--- config.mk ---
export PLATFORM = sky130hd
export DESIGN_NAME = logic_unit
export DESIGN_NICKNAME = d
export VERILOG_FILES = /design/src/rtl/logic_unit_pkg.sv /design/src/rtl/logic_op.sv /design/src/rtl/logic_unit.sv
export SDC_FILE = /design/constraint.sdc
export NUM_CORES = 1
export LEC_CHECK = 0
export ABC_AREA = 1
export CORE_UTILIZATION = 45
export CTS_CLUSTER_SIZE = 28
export DETAILED_ROUTE_END_ITERATION = 12
export PLACE_DENSITY = 0.74
export SYNTH_ARGS = -nofsm -noshare
export SYNTH_HDL_FRONTEND = slang
export SYNTH_HIERARCHICAL = 1
export SYNTH_SLANG_ARGS = --single-unit
--- constraint.sdc ---
create_clock -name clk -period 9.6 [get_ports clk]
set_input_delay 1.44 -clock clk [delete_from_list [all_inputs] [get_ports clk]]
set_output_delay 1.44 -clock clk [all_outputs]
set_load 0.02 [all_outputs]
--- src/rtl/logic_unit_pkg.sv ---
// Shared types for the bitwise logic unit: operation codes, FSM states,
// and the mapping from an operation to the way accumulated beats are folded.
package logic_unit_pkg;

    typedef enum logic [2:0] {
        OP_AND    = 3'd0,
        OP_OR     = 3'd1,
        OP_XOR    = 3'd2,
        OP_NAND   = 3'd3,
        OP_NOR    = 3'd4,
        OP_XNOR   = 3'd5,
        OP_ANDN   = 3'd6,
        OP_PASS_A = 3'd7
    } op_t;

    typedef enum logic {
        ST_IDLE = 1'b0,
        ST_ACC  = 1'b1
    } state_t;

    typedef enum logic [1:0] {
        CMB_AND  = 2'd0,
        CMB_OR   = 2'd1,
        CMB_XOR  = 2'd2,
        CMB_REPL = 2'd3
    } comb_t;

    // Inverted ops fold with their base operator; the inversion is applied per beat.
    function automatic comb_t comb_class(input op_t op);
        comb_t c;
        case (op)
            OP_AND, OP_NAND, OP_ANDN: c = CMB_AND;
            OP_OR,  OP_NOR:           c = CMB_OR;
            OP_XOR, OP_XNOR:          c = CMB_XOR;
            default:                  c = CMB_REPL;
        endcase
        return c;
    endfunction

endpackage

--- src/rtl/logic_op.sv ---
// Purpose: combinational bitwise operator f(op, a, b).
// Latency: none (pure combinational).
// Backpressure: none; the parent owns all flow control.
module logic_op
    import logic_unit_pkg::*;
#(
    parameter int WIDTH = 8
) (
    input  op_t              op,
    input  logic [WIDTH-1:0] a,
    input  logic [WIDTH-1:0] b,
    output logic [WIDTH-1:0] y
);

    always_comb begin
        y = '0;
        case (op)
            OP_AND:    y = a & b;
            OP_OR:     y = a | b;
            OP_XOR:    y = a ^ b;
            OP_NAND:   y = ~(a & b);
            OP_NOR:    y = ~(a | b);
            OP_XNOR:   y = ~(a ^ b);
            OP_ANDN:   y = a & ~b;
            default:   y = a;
        endcase
    end

endmodule

--- src/rtl/logic_unit.sv ---
// Purpose: bitwise logic unit with per-beat or packet-fold mode and registered flags.
// Latency: 1 cycle from the accepted (last) beat to out_valid.
// Backpressure: single output register; in_ready = !out_valid || out_ready.
module logic_unit
    import logic_unit_pkg::*;
#(
    parameter int WIDTH = 8
) (
    input  logic             clk,
    input  logic             rst,
    input  logic [WIDTH-1:0] a,
    input  logic [WIDTH-1:0] b,
    input  logic [2:0]       op,
    input  logic             acc_mode,
    input  logic             in_last,
    input  logic             in_valid,
    output logic             in_ready,
    output logic [WIDTH-1:0] out_data,
    output logic             out_zero,
    output logic             out_ones,
    output logic             out_parity,
    output logic             out_valid,
    input  logic             out_ready
);

    state_t           state_q, state_d;
    op_t              op_q, op_d;
    logic             mode_q, mode_d;
    logic [WIDTH-1:0] acc_q, acc_d;
    logic [WIDTH-1:0] data_q, data_d;
    logic             valid_q, valid_d;
    logic             zero_q, zero_d;
    logic             ones_q, ones_d;
    logic             parity_q, parity_d;

    op_t              op_sel;
    logic [WIDTH-1:0] f_y;
    logic [WIDTH-1:0] acc_comb;
    logic [WIDTH-1:0] folded;
    logic             is_last;
    logic             fire_in;
    logic             fire_out;

    assign in_ready = !valid_q || out_ready;
    assign fire_in  = in_valid && in_ready;
    assign fire_out = valid_q && out_ready;

    // Mid-packet beats must use the op latched on the first beat.
    assign op_sel = (state_q == ST_ACC) ? op_q : op_t'(op);

    logic_op #(.WIDTH(WIDTH)) u_op (
        .op (op_sel),
        .a  (a),
        .b  (b),
        .y  (f_y)
    );

    always_comb begin
        acc_comb = f_y;
        case (comb_class(op_q))
            CMB_AND: acc_comb = acc_q & f_y;
            CMB_OR:  acc_comb = acc_q | f_y;
            CMB_XOR: acc_comb = acc_q ^ f_y;
            default: acc_comb = f_y;
        endcase
        folded  = (state_q == ST_ACC) ? acc_comb : f_y;
        is_last = (state_q == ST_ACC) ? (in_last || !mode_q) : (!acc_mode || in_last);
    end

    always_comb begin
        state_d = state_q;
        op_d    = op_q;
        mode_d  = mode_q;
        acc_d   = acc_q;
        data_d  = data_q;
        valid_d = fire_out ? 1'b0 : valid_q;
        if (fire_in) begin
            if (is_last) begin
                data_d  = folded;
                valid_d = 1'b1;
                state_d = ST_IDLE;
            end else begin
                acc_d   = folded;
                state_d = ST_ACC;
                if (state_q == ST_IDLE) begin
                    op_d   = op_t'(op);
                    mode_d = acc_mode;
                end
            end
        end
        zero_d   = (data_d == '0);
        ones_d   = &data_d;
        parity_d = ^data_d;
    end

    always_ff @(posedge clk) begin
        if (rst) begin
            state_q  <= ST_IDLE;
            op_q     <= OP_AND;
            mode_q   <= 1'b0;
            acc_q    <= '0;
            data_q   <= '0;
            valid_q  <= 1'b0;
            zero_q   <= 1'b1;
            ones_q   <= 1'b0;
            parity_q <= 1'b0;
        end else begin
            state_q  <= state_d;
            op_q     <= op_d;
            mode_q   <= mode_d;
            acc_q    <= acc_d;
            data_q   <= data_d;
            valid_q  <= valid_d;
            zero_q   <= zero_d;
            ones_q   <= ones_d;
            parity_q <= parity_d;
        end
    end

    assign out_data   = data_q;
    assign out_valid  = valid_q;
    assign out_zero   = zero_q;
    assign out_ones   = ones_q;
    assign out_parity = parity_q;

endmodule

==> impl_metrics.ini, run 1 <==
[place]
placed_cells_incl_taps = 518
hpwl_um = 4944
gp_congestion = 0.8188
port_buffers = 37

[critical_path]
slowest_delay_ps = 450
critPathRequiredTime_ps = 9800
rr_worst_depth = 19
worstPathArrival_ps = 4900
r2r_end = out_parity
cp-start-kind = primary input
crit_path_top_delay_cell = clkdlybuf4s50_1
reg2reg_from = state_q
crit_path_frequent_cell = nand3_1
path_cells = clkdlybuf4s50_1 > nand2_1 > o21ai_0 > inv_2 > nor2_8 > nand2_2 > nor2_1 > nor2_1 > nand3_1 > inv_1 > ha_1 > a21oi_1 > nand3_1 > nand3_1 > nand2_2 > inv_2 > ha_1 > xnor2_1 > or2_2 > a21oi_1
path_buf_inv = 4
crit_type = primary input to flop
path_max_fanout = 17
regToRegSetupSlack_ps = 5640
critPathCaptureType = flop
crit_family = simple AND/OR/NAND/NOR gates

[floorplan]
initial_core_util_pct = 46.93
die_w_um = 80.82
core_area_sq_um = 5956
die_h_um = 80.82
row_count = 28
pin_count = 38
dieArea_sq_um = 6531

[routing]
drt-initial-drc-count = 145
drt-total-wl_um = 6481
dr.pass1.iters = 4
detail-route-antenna-nets = 0
post_drt_wl_per_cell_um = 12.42
vias = 2721
drc = 0
vias_per_cell = 5.213

[global_routing]
antenna_found_initial = 0
grt.met2_usage_pct = 38.66
first_global_vias = 2539
grt_usage_pct = 20.85
grt_util_met1_pct = 25.42
grt.overflow.total = 0
busiest_layer = met2
grt_pass1_wl_um = 10940
grtUsageMet3_pct = 2.697
grt_max_degree = 26

[timing]
rsz0062_at_grt = no
drv_slew = 0
hold_violations = 0
fin_setup_tns_ps = 0
period_share_pct = 48.97
fmax_mhz = 212.7
period_minus_slack_ps = 4701
setup_viol = 0
slew-limit-headroom_pct = 58.10
clock-skew-final_ps = 9.001
worst_pin_slew_ps = 621.9

[finish]
antenna_cells = 0
mostFrequentLayoutCells = nand2_1 (80), inv_1 (66), nand3_1 (48), ha_1 (48), clkdlybuf4s50_1 (37)
drive_gt1_share_pct = 10.74
nets = 521
final_common_cell = nand2_1
area_growth_pct = 15.76
fin_cells = 522

[clocking]
clkTransAtPathRegs_ps = 90
cts_tree = done
cts.path.max_buffers = 2
cts_setup_buffers = 0
holdBufCountCts = 0
clock_sinks = 25
cts_resized = 0
htree_num_levels = 1
cts_root_buffer = clkbuf_8
clock_latency_ps = 270
numCtsBuffers = 3

[worst_hold_path]
whs_endpoint = mode_q
worstHoldStart = mode_q
worstHoldPathCells = 2
hold_class = flop to flop

[synth]
ys_seq_area_share_pct = 17.91
ys_types = 27
yosys_warnings = 6
syn_nets = 490
synth_area_sq_um = 2795
ys_ff_latch = 25
ys_top_cells_by_area = ha_1 (21%), dfxtp_1 (18%), nand2_1 (11%), inv_1 (8.9%), nand3_1 (8.6%)
synth_cells = 417
yosys.area.top_type = ha_1
post-synth-top-area-fraction_pct = 21.49
synth.avg_cell_area_sq_um = 6.703

[power]
ir_drop_mv = 0.07758
leakagePower_uw = 0.001648
power.total_uw = 361.7
powerDensity_nw_per_um2 = 111.8

[status]
status = finished clean

[job]
max_cap_viol_count = 0
worst max-delay path by stage:
stage                from          to  depth (start not counted)
finish              op[0]  out_parity                         20
global placement    op[0]  out_parity                         20
floorplan           op[0]  out_parity                         19
CTS                 op[0]  out_parity                         20
global route        op[0]  out_parity                         20
detailed placement  op[0]  out_parity                         20
where the power goes:
part           switching (uW)  internal (uW)
registers                5.86            113
clock network            34.6           29.1
logic                     110           69.1
total                     150            211
layer usage:
metal | part of all wire, % | wire length [um]
met5 | 0 | 0
met4 | 1.4 | 92
met3 | 4.4 | 282
met2 | 50 | 3211
met1 | 45 | 2894
synthesized netlist by cell type, drive strengths merged:
library cell	count
buf	13
xnor2	1
nand4	26
ha	48
inv	77
a211oi	1
nor2	31
nand2	93
nand3	54
dfxtp	25
o211ai	1
a21oi	30
or2	1
xor2	1
o21ai	15
flip-flops by register name, indices dropped and copies added (netlist names):
signal,count
out_parity,1
out_ones,1
out_data,8
out_valid,1
out_zero,1
op_q,3
mode_q,1
state_q,1
acc_q,8
kinds of logic (layout without fill, tap and decap cells):
logic type                 Yosys count  in the layout  synth area share (%)
and+or+nand+nor                    205            205                 37.02
AOI/OAI and AO/OA                   47             47                 9.580
adders and majority gates           48             48                 21.49
DFF                                 25             25                 17.91
buffers and inverters               90            120                 13.38
xor gates and xnor gates             2              2                0.6268
area by class of cell:
cell class	instances	area (sq um)
fill	571	2720
multi-input combinational	302	1921
sequential	25	500.5
timing repair buffer	39	385.4
inverter	77	289.0
tap	75	93.84
clock buffer	3	41.29
clock inverter	1	5.005
worst register-to-register path, stage by stage (launching register included):
cell and delay (ps):
dfxtp_1 450, inv_1 170, o21ai_0 550, inv_2 330, nor2_8 250, nand2_2 160, nor2_1 110, nor2_1 60
nand3_1 120, inv_1 70, ha_1 270, a21oi_1 170, nand3_1 120, nand3_1 120, nand2_2 80, inv_2 50
ha_1 230, xnor2_1 140, or2_2 290, a21oi_1 140
metrics by stage:
stage | util, % | setup slack [ps] | hold WS (ps) | cell area [sq um]
2_1_floorplan | - | 5671 | 435.1 | 2795
3_3_place_gp | 53.55 | 4764 | 446.3 | 3189
3_5_place_dp | 53.55 | 4646 | 454.7 | 3189
4_1_cts | 54.33 | 4900 | 469.5 | 3236
5_1_grt | 54.33 | 4581 | 489.6 | 3236
6_report | 54.33 | 4899 | 470.7 | 3236
No activity file was read; power rests on OpenSTA's default activity.
==> inputs of run 2 (changes only) <==
PLACE_DENSITY = 0.76   (was 0.74)
clock period = 3.8 ns   (was 9.6 ns; I/O delays follow)
==> run 2 against run 1 <==
Compared with the run above:
- routed wire length rose by 1.5%
- die area did not move
- flip-flop and latch count did not move
- final cell count rose by 1.1%
- critical path depth fell by 2
- power rose to 2.6 times the previous value
- count of clock-buffer cells in the layout did not move
- clock power rose to 2.6 times the previous value
- global-route usage rose by 0.28 points
- clock skew fell by 1.2 ps
- worst setup slack got worse by 4600 ps
==> impl_metrics.ini, run 2 (same netlist as run 1, synthesis figures left out) <==
[critical_path]
regToRegSetupSlack_ps = 310
r2r_end = out_parity
slowest_delay_ps = 460
reg2reg_from = state_q
path_buf_inv = 3
crit_path_top_delay_cell = clkdlybuf4s50_1
crit_family = simple AND/OR/NAND/NOR gates
path_cells = clkdlybuf4s50_1 > nand2_1 > o21ai_1 > nand2_1 > nor2_2 > nand2_1 > nand3_1 > inv_1 > ha_1 > a21oi_1 > nand3_1 > nand3_1 > nand2_2 > inv_2 > ha_1 > xnor2_1 > or2_2 > a21oi_1
startpoint = op[0]
path_max_fanout = 8
critPathCaptureType = flop
critPathRequiredTime_ps = 4010
cp-start-kind = primary input
path_depth = 18
worstPathArrival_ps = 3720
worstSetupEndpoint = out_parity
rr_worst_depth = 20
crit_type = primary input to flop

[clocking]
cts_root_buffer = clkbuf_8
clock_sinks = 25
numCtsBuffers = 3
clock_latency_ps = 280
cts.path.max_buffers = 2
htree_num_levels = 1
cts_tree = done
clkTransAtPathRegs_ps = 100
holdBufCountCts = 0

[timing]
clock-skew-final_ps = 7.848
drv_slew = 0
fmax_mhz = 284.9
setup_viol = 0
fin_setup_tns_ps = 0
slew-limit-headroom_pct = 63.16
worst_pin_slew_ps = 550.8
fin_ws_ps = 290.3
period_share_pct = 92.36
hold_violations = 0
rsz0062_at_grt = no
period_minus_slack_ps = 3510
hold_ws_ps = 469.6

[finish]
final_area_sq_um = 3318
nets = 527
antenna_cells = 0
final_common_cell = nand2_1
area_growth_pct = 18.71
drive_gt1_share_pct = 11.92
mostFrequentLayoutCells = nand2_1 (80), inv_1 (66), nand3_1 (48), ha_1 (48), clkdlybuf4s50_1 (37)

[global_routing]
grt.overflow.total = 0
grt_pass1_wl_um = 11050
first_global_vias = 2545
grt_usage_pct = 21.13
antenna_found_initial = 0
grt_max_degree = 25

[floorplan]
pin_count = 38
die_w_um = 80.82
core_area_sq_um = 5956
dieArea_sq_um = 6531
row_count = 28
initial_core_util_pct = 46.93
die_h_um = 80.82

[routing]
detail-route-antenna-nets = 0
dr.pass1.iters = 5
vias_per_cell = 5.258
drt-initial-drc-count = 226
drc = 0
post_drt_wl_per_cell_um = 12.46
drt-total-wl_um = 6577
vias = 2776

[job]
max_cap_viol_count = 0

[status]
status = finished clean

[power]
seqPwrFrac_pct = 32.1
powerDensity_nw_per_um2 = 282.7
power_frac_comb_pct = 50.1
power.switching_uw = 389.1
leakagePower_uw = 0.001689
p_int_uw = 548.9
ir_drop_mv = 0.1936
p_sw_share_pct = 41.48
clockPowerShare_pct = 17.8

[place]
hpwl_um = 5063
pre_cts_ws_ps = -52.92
gp_congestion = 0.8402
dpl_cell_area_sq_um = 3272
port_buffers = 37

[worst_hold_path]
hold_class = flop to flop
==> run 2: final cells by class <==
| class | count | area (sq um) |
|---|---|---|
| fillers | 583 | 2638 |
| clock buffers | 3 | 41.29 |
| clock inverters | 1 | 5.005 |
| inverters | 77 | 289.0 |
| well taps | 75 | 93.84 |
| multi-input cells | 302 | 1921 |
| repair buffers | 45 | 467.9 |
| flip-flops and latches | 25 | 500.5 |
==> run 2: worst register-to-register path: stages, from the launching register on <==
cell,delay [ps]
dfxtp_1,440
inv_1,100
buf_4,160
o21ai_1,380
inv_2,80
buf_4,230
nand3_1,110
nand2_1,60
nor2_1,90
nand3_1,110
inv_1,100
ha_1,230
a21oi_1,140
nand3_1,110
nand3_1,130
nand2_2,80
inv_2,50
ha_1,250
xnor2_1,160
or2_2,300
a21oi_1,120
==> run 2: timing repair <==
action | CTS | global route
setup buffers | 0 | 0
gates resized for setup | 0 | 1
setup endpoints to repair | 0 | 1
==> run 2: worst min-delay path by stage <==
| stage | start | slack [ps] | depth (start not counted) | end |
|---|---|---|---|---|
| floorplan | mode_q | 440 | 2 | mode_q |
| global placement | mode_q | 450 | 2 | mode_q |
| detailed placement | mode_q | 460 | 2 | mode_q |
| CTS | mode_q | 470 | 2 | mode_q |
| global route | mode_q | 500 | 2 | mode_q |
| finish | mode_q | 470 | 2 | mode_q |
==> run 2: metrics by stage <==
stage          utilization [%]  cells  power (uW)
6_report                 55.71    528       937.9
5_1_grt                  55.71    528        1007
4_1_cts                  55.71    528       936.9
3_5_place_dp             54.94    524       772.1
3_3_place_gp             54.94    524       753.9
2_1_floorplan                -    417       627.1
==> run 2: layer usage <==
layer	vias up	GRT usage, %	wire length (um)
li1	1417	-	-
met1	1293	25.63	2853
met2	59	38.99	3392
met3	7	2.921	284
met4	0	4.821	46
met5	-	0	0
==> run 2: power by group through the flow <==
stage / Combinational (uW) / Clock (uW) / Sequential (uW)
2_1_floorplan: 303 / 0 / 324
3_3_place_gp: 447 / 0 / 307
3_5_place_dp: 465 / 0 / 307
4_1_cts: 468 / 167 / 301
5_1_grt: 527 / 176 / 304
6_report: 470 / 167 / 301
